===== src/rtl/memory_page_reader_pkg.sv =====
// -----------------------------------------------------------------------------
// memory_page_reader_pkg
// Shared constants for the paged BRAM Memory and its readers/writers:
// default page geometry, nent field width, read latency, the clogb2 helper
// and the reader FSM state type.
// -----------------------------------------------------------------------------
package memory_page_reader_pkg;

  localparam int DEF_RAM_WIDTH    = 18;
  localparam int DEF_RAM_DEPTH    = 1024;
  localparam int DEF_NPAGE        = 8;
  localparam int DEF_PAGE_DEPTH   = DEF_RAM_DEPTH / DEF_NPAGE;
  localparam int DEF_NENT_WIDTH   = 8;
  localparam int DEF_READ_LATENCY = 2;
  localparam int DEF_FIFO_DEPTH   = 8;

  // ceil(log2(value)), never less than 1 so it is always a legal vector width
  function automatic int clogb2(input int value);
    int r;
    r = 0;
    for (int v = value - 1; v > 0; v = v >> 1) begin
      r++;
    end
    return (r < 1) ? 1 : r;
  endfunction

  typedef enum logic [1:0] {
    ST_IDLE   = 2'd0,
    ST_READ   = 2'd1,
    ST_DRAIN  = 2'd2,
    ST_FINISH = 2'd3
  } state_e;

endpackage


===== src/rtl/memory_page_reader_stream_fifo.sv =====
// -----------------------------------------------------------------------------
// stream_fifo
// Synchronous FIFO with a registered output stage. The output register is
// refilled from storage, or directly from the write port when storage is
// empty, so a write into an empty FIFO is visible on rd_valid_o the next cycle.
// Total capacity is DEPTH storage entries plus the output register.
//
// Ports:
//   clk, rst_n     clock, async active-low reset (clears pointers and valid)
//   wr_en_i        write strobe (caller guarantees no overflow)
//   wr_data_i      write data
//   rd_ready_i     downstream accepts the output word
//   rd_data_o      registered output word
//   rd_valid_o     rd_data_o holds a valid word
//   count_o        words held (storage + output register)
// -----------------------------------------------------------------------------
module stream_fifo
  import memory_page_reader_pkg::*;
#(
  parameter int WIDTH = 19,
  parameter int DEPTH = 8
) (
  input  logic                          clk,
  input  logic                          rst_n,
  input  logic                          wr_en_i,
  input  logic [WIDTH-1:0]              wr_data_i,
  input  logic                          rd_ready_i,
  output logic [WIDTH-1:0]              rd_data_o,
  output logic                          rd_valid_o,
  output logic [clogb2(DEPTH+2)-1:0]    count_o
);

  localparam int PTR_W = clogb2(DEPTH);
  localparam int CNT_W = clogb2(DEPTH + 2);

  logic [WIDTH-1:0] mem_q [DEPTH];
  logic [PTR_W-1:0] wptr_q, rptr_q;
  logic [CNT_W-1:0] scount_q;
  logic [WIDTH-1:0] out_data_q;
  logic             out_valid_q;

  logic pop, load, st_empty, st_rd, bypass, st_wr;

  assign pop      = out_valid_q && rd_ready_i;
  assign load     = !out_valid_q || pop;
  assign st_empty = (scount_q == '0);
  assign st_rd    = load && !st_empty;
  // empty storage and a free output slot: the write goes straight to the output
  assign bypass   = load && st_empty && wr_en_i;
  assign st_wr    = wr_en_i && !bypass;

  function automatic logic [PTR_W-1:0] ptr_next(input logic [PTR_W-1:0] p);
    return (p == PTR_W'(DEPTH - 1)) ? '0 : p + PTR_W'(1);
  endfunction

  always_ff @(posedge clk or negedge rst_n) begin
    if (!rst_n) begin
      wptr_q      <= '0;
      rptr_q      <= '0;
      scount_q    <= '0;
      out_data_q  <= '0;
      out_valid_q <= 1'b0;
    end else begin
      if (st_wr) wptr_q <= ptr_next(wptr_q);
      if (st_rd) rptr_q <= ptr_next(rptr_q);
      scount_q <= scount_q + CNT_W'(st_wr) - CNT_W'(st_rd);
      if (load) begin
        if (st_rd) begin
          out_data_q  <= mem_q[rptr_q];
          out_valid_q <= 1'b1;
        end else if (wr_en_i) begin
          out_data_q  <= wr_data_i;
          out_valid_q <= 1'b1;
        end else begin
          out_valid_q <= 1'b0;
        end
      end
    end
  end

  always_ff @(posedge clk) begin
    if (st_wr) mem_q[wptr_q] <= wr_data_i;
  end

  assign rd_data_o  = out_data_q;
  assign rd_valid_o = out_valid_q;
  assign count_o    = scount_q + CNT_W'(out_valid_q);

endmodule


===== src/rtl/memory_page_reader.sv =====
// -----------------------------------------------------------------------------
// memory_page_reader
// Reads one page of the paged BRAM Memory and streams its entries out on a
// valid/ready interface, flagging the last entry and pulsing done afterwards.
//
//   state     | meaning
//   ----------+-------------------------------------------------------------
//   ST_IDLE   | waiting for start; latches page and clamped entry count
//   ST_READ   | issuing reads while credit is available
//   ST_DRAIN  | all reads issued; waiting for the last entry to be accepted
//   ST_FINISH | done pulse, busy still high; returns to idle
//
// Ports:
//   clk, rst_n        clock, async active-low reset
//   start, page_i     request and page index
//   nent_flat         per-page entry counts, page k at [k*NENT_WIDTH +: NENT_WIDTH]
//   addrb, enb        Memory read address / enable
//   regceb, rstb      Memory output register controls (constant 1 / 0)
//   doutb             Memory read data, READ_LATENCY cycles after enb
//   dout_data/valid/ready/last  output stream
//   busy, done        status
// -----------------------------------------------------------------------------
module memory_page_reader
  import memory_page_reader_pkg::*;
#(
  parameter int RAM_WIDTH    = DEF_RAM_WIDTH,
  parameter int RAM_DEPTH    = DEF_RAM_DEPTH,
  parameter int NPAGE        = DEF_NPAGE,
  parameter int PAGE_DEPTH   = RAM_DEPTH / NPAGE,
  parameter int NENT_WIDTH   = DEF_NENT_WIDTH,
  parameter int READ_LATENCY = DEF_READ_LATENCY,
  parameter int FIFO_DEPTH   = DEF_FIFO_DEPTH
) (
  input  logic                          clk,
  input  logic                          rst_n,
  input  logic                          start,
  input  logic [clogb2(NPAGE)-1:0]      page_i,
  input  logic [NPAGE*NENT_WIDTH-1:0]   nent_flat,
  output logic [clogb2(RAM_DEPTH)-1:0]  addrb,
  output logic                          enb,
  output logic                          regceb,
  output logic                          rstb,
  input  logic [RAM_WIDTH-1:0]          doutb,
  output logic [RAM_WIDTH-1:0]          dout_data,
  output logic                          dout_valid,
  input  logic                          dout_ready,
  output logic                          dout_last,
  output logic                          busy,
  output logic                          done
);

  localparam int ADDR_W     = clogb2(RAM_DEPTH);
  localparam int PAGE_W     = clogb2(NPAGE);
  localparam int CNT_W      = clogb2(PAGE_DEPTH + 1);
  localparam int FIFO_CNT_W = clogb2(FIFO_DEPTH + 2);
  localparam int OUT_W      = clogb2(FIFO_DEPTH + READ_LATENCY + 2) + 1;

  state_e                  state_q;
  logic [PAGE_W-1:0]       page_q;
  logic [CNT_W-1:0]        cnt_q;
  logic [CNT_W-1:0]        idx_q;
  logic [ADDR_W-1:0]       addrb_q;
  logic                    enb_q;
  logic                    last_q;
  logic                    busy_q;
  logic                    done_q;
  logic [READ_LATENCY-1:0] pipe_v_q;
  logic [READ_LATENCY-1:0] pipe_l_q;

  logic [NENT_WIDTH-1:0]   nent_sel;
  logic [CNT_W-1:0]        clamp_d;
  logic [ADDR_W-1:0]       start_base_d;
  logic [ADDR_W-1:0]       issue_addr_d;
  logic                    idx_last;
  logic                    xfer;
  logic [OUT_W-1:0]        outstanding_d;
  logic                    can_issue;
  logic                    cap_valid;
  logic                    cap_last;
  logic [FIFO_CNT_W-1:0]   fifo_count;

  assign nent_sel     = nent_flat[int'(page_i) * NENT_WIDTH +: NENT_WIDTH];
  assign clamp_d      = (int'(nent_sel) > PAGE_DEPTH) ? CNT_W'(PAGE_DEPTH) : CNT_W'(nent_sel);
  assign start_base_d = ADDR_W'(int'(page_i) * PAGE_DEPTH);
  assign issue_addr_d = ADDR_W'(int'(page_q) * PAGE_DEPTH + int'(idx_q));
  assign idx_last     = (idx_q == cnt_q - CNT_W'(1));
  assign xfer         = dout_valid && dout_ready;

  // Reads that will still be held after this edge: the one on the port, the
  // latency pipeline and the FIFO, less the word leaving now. A new read may
  // be issued only if that leaves room for it in the FIFO.
  always_comb begin
    outstanding_d = OUT_W'(enb_q) + OUT_W'(fifo_count);
    for (int i = 0; i < READ_LATENCY; i++) begin
      outstanding_d = outstanding_d + OUT_W'(pipe_v_q[i]);
    end
    outstanding_d = outstanding_d - OUT_W'(xfer);
    can_issue     = (outstanding_d < OUT_W'(FIFO_DEPTH));
  end

  always_ff @(posedge clk or negedge rst_n) begin
    if (!rst_n) begin
      state_q <= ST_IDLE;
      page_q  <= '0;
      cnt_q   <= '0;
      idx_q   <= '0;
      addrb_q <= '0;
      enb_q   <= 1'b0;
      last_q  <= 1'b0;
      busy_q  <= 1'b0;
      done_q  <= 1'b0;
    end else begin
      enb_q  <= 1'b0;
      done_q <= 1'b0;
      case (state_q)
        ST_IDLE: begin
          if (start) begin
            page_q <= page_i;
            cnt_q  <= clamp_d;
            busy_q <= 1'b1;
            if (clamp_d == '0) begin
              state_q <= ST_FINISH;
              done_q  <= 1'b1;
            end else begin
              // the pipeline and FIFO are empty in idle, so the first read
              // needs no credit check
              state_q <= ST_READ;
              enb_q   <= 1'b1;
              addrb_q <= start_base_d;
              last_q  <= (clamp_d == CNT_W'(1));
              idx_q   <= CNT_W'(1);
            end
          end
        end
        ST_READ: begin
          if (idx_q == cnt_q) begin
            state_q <= ST_DRAIN;
          end else if (can_issue) begin
            enb_q   <= 1'b1;
            addrb_q <= issue_addr_d;
            last_q  <= idx_last;
            idx_q   <= idx_q + CNT_W'(1);
            if (idx_last) state_q <= ST_DRAIN;
          end
        end
        ST_DRAIN: begin
          if (xfer && dout_last) begin
            state_q <= ST_FINISH;
            done_q  <= 1'b1;
          end
        end
        ST_FINISH: begin
          state_q <= ST_IDLE;
          busy_q  <= 1'b0;
        end
        default: state_q <= ST_IDLE;
      endcase
    end
  end

  // enb and its last tag delayed by the Memory read latency
  always_ff @(posedge clk or negedge rst_n) begin
    if (!rst_n) begin
      pipe_v_q <= '0;
      pipe_l_q <= '0;
    end else begin
      pipe_v_q[0] <= enb_q;
      pipe_l_q[0] <= enb_q && last_q;
      for (int i = 1; i < READ_LATENCY; i++) begin
        pipe_v_q[i] <= pipe_v_q[i-1];
        pipe_l_q[i] <= pipe_l_q[i-1];
      end
    end
  end

  assign cap_valid = pipe_v_q[READ_LATENCY-1];
  assign cap_last  = pipe_l_q[READ_LATENCY-1];

  stream_fifo #(
    .WIDTH (RAM_WIDTH + 1),
    .DEPTH (FIFO_DEPTH)
  ) u_fifo (
    .clk        (clk),
    .rst_n      (rst_n),
    .wr_en_i    (cap_valid),
    .wr_data_i  ({cap_last, doutb}),
    .rd_ready_i (dout_ready),
    .rd_data_o  ({dout_last, dout_data}),
    .rd_valid_o (dout_valid),
    .count_o    (fifo_count)
  );

  assign addrb  = addrb_q;
  assign enb    = enb_q;
  assign regceb = 1'b1;
  assign rstb   = 1'b0;
  assign busy   = busy_q;
  assign done   = done_q;

endmodule

===== config.mk =====
export PLATFORM = sky130hd
export DESIGN_NAME = memory_page_reader
export DESIGN_NICKNAME = d
export VERILOG_FILES = /design/src/rtl/memory_page_reader_pkg.sv /design/src/rtl/memory_page_reader_stream_fifo.sv /design/src/rtl/memory_page_reader.sv
export SDC_FILE = /design/constraint.sdc
export NUM_CORES = 1
export LEC_CHECK = 0
export ABC_CLOCK_PERIOD_IN_PS = 7400
export BUFFER_PORTS_ARGS = -buffer_cell sky130_fd_sc_hd__buf_2
export CAP_MARGIN = 40
export CORE_MARGIN = 4
export CORE_UTILIZATION = 60
export DETAILED_ROUTE_END_ITERATION = 12
export GPL_ROUTABILITY_DRIVEN = 0
export PLACE_DENSITY = 0.85
export SLEW_MARGIN = 20
export SYNTH_ARGS = -nofsm -noshare
export SYNTH_HDL_FRONTEND = slang
export SYNTH_HIERARCHICAL = 1
export SYNTH_SLANG_ARGS = --single-unit
export TNS_END_PERCENT = 10

===== constraint.sdc =====
create_clock -name clk -period 7.4 [get_ports clk]
set_input_delay 1.48 -clock clk [delete_from_list [all_inputs] [get_ports clk]]
set_output_delay 1.48 -clock clk [all_outputs]
set_load 0.005 [all_outputs]

# Word level (Yosys, flattened, before mapping)
# Memories as Yosys holds them, arrays and structs flattened.
# Index checks and enable logic that the tools add are counted.
# classes
addsub	12
magnitude_cmp	2
n_eq_ne	15
shift	1
muxes	42
reduce_logical	22
# ops
cell	n
$shiftx 64x7->8	1
$mux 10	4
$mux 8	5
$mux 19	2
$pmux 10 s2	1
$eq 8x8->1	2
$mux 1	16
$pmux 8 s2	1
$mux 2	6
$add 10x8->10	1
$add 5x1->5	2
$ne 2x2->1 const B	5
$add 4x1->4	2
$add 8x1->8 const B	1
$eq 8x1->1 const B	1
$gt 8x8->1 const B	1
$logic_not 8->1	1
$pmux 1 s2	4
$pmux 2 s4	1
$sub 8x1->8 const B	1
$logic_and 1x1->1	7
$add 3x1->3 const B	2
$eq 3x3->1 const B	2
$mux 3	2
15 further kinds	23
# totals
regBits	69
ram_bits	152
inputBits	89
elab_cells	111
n_memories	1
# mem_list
name	depth	width	rd	rd_ports_with_merged_regs	wr	line_no	source
u_fifo.mem_q	8	19	1	0	1	memory_page_reader_stream_fifo.sv:36	logic [WIDTH-1:0] mem_q [DEPTH];

# Depth between registers and ports, before layout
# logic_depth
word_depth	9
depth_mapped	14
ltp_nobuf	14

# Cells and area by module
# Netlist, hierarchy kept.
# modules_own_cells
module	n_inst	cells_each	area_per_inst_um2
stream_fifo	1	377	7343.3
memory_page_reader	1	274	2950.3

# Worst setup path after synthesis
# No wires, ideal clock.
# synth_timing
kind	in2reg
from	input dout_ready
to	memory u_fifo.mem_q[0][0] (enable)
setup_time_ps	443
arrival_ps	3745
slack_ps	3212
path_stages	3
path_buffers	0
cell_sequence	nor2b_1 o21ai_4 nor4_1
# synth_via
elab_chain_len	8
# synth_rtl
element	line_no	source
start, declared	memory_page_reader.sv:46	input logic dout_ready,
$logic_and 1x1->1	memory_page_reader_stream_fifo.sv:44	assign pop = out_valid_q && rd_ready_i;
$logic_or 1x1->1	memory_page_reader_stream_fifo.sv:45	assign load = !out_valid_q || pop;
$logic_and 1x1->1 (2 in a row)	memory_page_reader_stream_fifo.sv:49	assign bypass = load && st_empty && wr_en_i;
$logic_not 1->1	memory_page_reader_stream_fifo.sv:50	assign st_wr = wr_en_i && !bypass;
$logic_and 1x1->1	memory_page_reader_stream_fifo.sv:50	
$mux 1	memory_page_reader_stream_fifo.sv:82	if (st_wr) mem_q[wptr_q] <= wr_data_i;
$mux 1 (not written as such)	memory_page_reader_stream_fifo.sv:82	
end, declared	memory_page_reader_stream_fifo.sv:36	
# No other way between the ends.

# Worst setup path after layout
# layout_timing
from	input dout_ready
to	register last_q
# layout_via
elab_chain_len	5
# layout_rtl
element	line_no	source
$logic_and 1x1->1	memory_page_reader.sv:87	assign xfer = dout_valid && dout_ready;
$sub 5x1->5	memory_page_reader.sv:97	outstanding_d = outstanding_d - OUT_W'(xfer);
$lt 5x4->1	memory_page_reader.sv:98	can_issue = (outstanding_d < OUT_W'(FIFO_DEPTH));
$ne 2x2->1 (no source line)	-	
$reduce_and 5->1 (no source line)	-	
end signal, assigned	memory_page_reader.sv:130	last_q <= (clamp_d == CNT_W'(1));
end signal, assigned	memory_page_reader.sv:141	last_q <= idx_last;
end, declared	memory_page_reader.sv:64	logic last_q;
# No other way between the ends.
# A chain may end at the register's enable or synchronous reset.

==> impl_metrics.tcl <==
set metrics [dict create \
    status "finished, final reports clean" \
    crit_fanout 14 \
    worstHoldPathCells 0 \
    synth_top_cell_by_area "edfxtp_1" \
    yosys-top-cells-area "edfxtp_1 (44%), dfrtp_1 (17%), mux4_2 (9.2%)" \
    synth_cells 651 \
    dp_hpwl_um 15200 \
    start_kind "primary input" \
    synth_top_area_share_pct 44.3 \
    initial_core_util_pct 61.6 \
    leakage_nw 4.54 \
    route.vias.total 6545 \
    antenna_left 0 \
    synth_edf_count 152 \
    vias_per_cell 6.47 \
    track_usage_pct 24.5 \
    powerDensity_nw_per_um2 391 \
    fin_crit_sh_pct 56.3 \
    ioPinCount 124 \
    synth_seq_area_share_pct 61.1 \
    synthArstFlopShare_pct 31.2 \
    cpMostUsedCell "ha_1" \
    syn_nets 769 \
    hold_viol 0 \
    num-nets-final 894 \
    path_cells "buf_2 -> and2_1 -> ha_1 -> fa_1 -> inv_1 -> ha_1 -> nand4b_1 -> and4b_1 -> o21ai_0 -> a221oi_4 -> buf_6 -> mux2_1" \
    yosys_warnings 6 \
    fill_cells 1066 \
    die-area_um2 19300 \
    clkTransAtPathRegs_ps 50 \
    synth_cell_types 66 \
    worstSetupPathType "primary input to flip-flop" \
    clock_path_buffers 3 \
    tightest_slew_ps 835 \
    cp.required_ps 7770 \
    endpoint "last_q" \
    yosys_most_used_dff "edfxtp_1" \
    wl_um 24000 \
    synth_fa_ha_area_share_pct 3.67 \
    hold_class "flip-flop to flip-flop" \
    die_y_um 139 \
    rrSetupSlack_ps 3580 \
    synth_xor_area_share_pct 1.70 \
    drive_gt1_share_pct 30.6 \
    post-route-drc-count 0 \
    wl_per_cell_um 23.7 \
    drtPass1Iterations 8 \
    grt_max_degree 40 \
    synth_compound_area_share_pct 6.33 \
    drv_slew 0 \
    maxSlewHeadroom_pct 44.3 \
    cap_violations 0 \
    clock-sinks 221 \
    ir_drop_uv 202 \
    slowest_delay_ps 630 \
    top_usage_layer "met2" \
    cts_buffers 22 \
    multiInputGateArea_um2 3610 \
    hold_buffers 0 \
    end_kind "flip-flop" \
    cp-startpoint "dout_ready" \
    cts_tree "built" \
    seq_area_um2 6290 \
    portBuffers 121 \
    cpMaxStageDelayCell "a221oi_4" \
    tns_ps 0 \
    syn_area_um2 10300 \
    r2r-end "last_q" \
    cp.arrival_ps 4540 \
    grt_pass1_wl_um 37300 \
    r2r_cells 12 \
    h-tree-depth 1 \
    grt_pass1_vias 6853 \
    muxShareOfSynthArea_pct 17.0 \
    dieWidth_um 139 \
    yosys.area_share.simple_pct 5.92 \
    area_growth_pct 14.4 \
    post_cts_buffers 0 \
    use_met3_pct 3.72 \
    antenna_found_initial 0 \
    skew_ps 22.2 \
    period_minus_slack_ps 4170 \
    power_w 0.00460 \
    drt_iter0_markers 625 \
    utilization_pct 70.5 \
    core_area_um2 16700 \
    rsz0062_at_grt "false" \
    rows 47 \
    insertion_delay_ps 510 \
    setup_viol 0 \
    cts-resized-gates 0 \
    cts_root_buffer "clkbuf_16" \
    grtUsageMet1_pct 31.7 \
    syn_avg_cell_area_um2 15.8 \
    antennaDiodeCount 0 \
    synth_top_family_by_area "multiplexers" \
    met2_usage_pct 43.1 \
    grt-ovfl-total 0 \
    fmax_mhz 240 \
    ys_ff_latch 221 \
    r2r-start "u_fifo/scount_q[0]" \
]
-- kinds of logic (layout without fill, tap and decap cells) --
| group | Yosys count | in the layout |
|---|---|---|
| adder cells (fa/ha/maj) | 29 | 29 |
| multiplexers | 98 | 98 |
| AO/OA/AOI/OAI | 95 | 95 |
| AND/OR/NAND/NOR | 111 | 111 |
| buffers and inverters | 75 | 215 |
| flip-flops | 221 | 221 |
| XOR/XNOR | 20 | 20 |
| other | 2 | 2 |
-- cell usage after synthesis (6+ instances only) --
cell type  instances
mux2i_1           30
dfrtp_1           69
nor3_1             9
ha_1              27
o211ai_1          20
clkbuf_1          18
nand3_1           12
inv_1             34
mux2_2             7
buf_6              8
edfxtp_1         152
nand4_1           21
o21ai_1           10
xnor2_1           16
nand2b_1           6
mux4_1            12
a21oi_1            6
nor2_1            10
o21ai_0           27
nand2_1           31
o31ai_1            9
mux4_2            42
-- where the power goes --
| group | leakage [nW] | internal (W) | switching [W] |
|---|---|---|---|
| registers | 2.24 | 0.00158 | 0.000220 |
| logic | 1.99 | 0.000833 | 0.000950 |
| clock network | 0.321 | 0.000583 | 0.000438 |
-- flip-flops by register name (all words and copies together), names as in the netlist, 2 cells and up --
signal / flops
idx_q: 8
state_q: 2
addrb: 10
cnt_q: 8
page_q: 3
u_fifo/mem_q: 152
pipe_v_q: 2
u_fifo/rd_data_o: 19
u_fifo/rptr_q: 3
u_fifo/scount_q: 4
pipe_l_q: 2
u_fifo/wptr_q: 3
-- layout make-up --
type | instances | share of cell area, %
clock buffer | 35 | 5.34
clock inverter | 4 | 0.255
inverter | 35 | 1.12
multi-input combinational | 355 | 30.7
sequential | 221 | 53.4
tap | 220 | 2.34
timing repair buffer | 141 | 6.85
-- metrics by stage --
stage,hold slack [ps],cell area [um2],setup WS [ps],cells
6_report,359,11800,3230,1011
5_1_grt,366,11800,3140,1011
4_1_cts,364,11800,3090,1010
3_5_place_dp,351,11100,2560,971
3_3_place_gp,349,11000,2750,967
2_1_floorplan,331,10300,3210,651
-- how the worst min path moves through the flow --
stage | startpoint | endpoint | slack, ps
final | pipe_l_q[0] | pipe_l_q[1] | 360
after floorplan | pipe_l_q[0] | pipe_l_q[1] | 330
after detailed placement | pipe_l_q[0] | pipe_l_q[1] | 350
after global routing | pipe_l_q[0] | pipe_l_q[1] | 370
after global placement | pipe_l_q[0] | pipe_l_q[1] | 350
after CTS | pipe_l_q[0] | pipe_l_q[1] | 360
-- cell usage in the layout, fill, tap and decap left out, types with 7 or more instances in the layout --
| cell type | Yosys | routed |
|---|---|---|
| clkbuf_1 | 18 | 10 |
| mux4_1 | 12 | 12 |
| buf_4 | 4 | 15 |
| ha_1 | 27 | 27 |
| o21ai_0 | 27 | 27 |
| xnor2_1 | 16 | 16 |
| mux4_2 | 42 | 42 |
| o31ai_1 | 9 | 9 |
| buf_2 | 4 | 121 |
| nor2_1 | 10 | 10 |
| nand4_1 | 21 | 21 |
| edfxtp_1 | 152 | 152 |
| mux2_2 | 7 | 7 |
| o211ai_1 | 20 | 20 |
| dfrtp_1 | 69 | 68 |
| clkbuf_16 | 0 | 22 |
| mux2i_1 | 30 | 30 |
| o21ai_1 | 10 | 10 |
| nand2_1 | 31 | 31 |
| nand3_1 | 12 | 12 |
| inv_1 | 34 | 34 |
-- critical path, delay by kind of cell --
family	cells	cell delay, ps
compound gates	2	890
fa+ha+maj	3	880
buf+inv	3	430
mux	1	330
simple gates	3	520
-- layer usage --
layer / share of wire (%) / wire length (um)
met1: 37 / 8950
met2: 52 / 12300
met3: 8.2 / 1970
met4: 2.9 / 692
met5: 0 / 0
(Power assumes the default switching activity.)
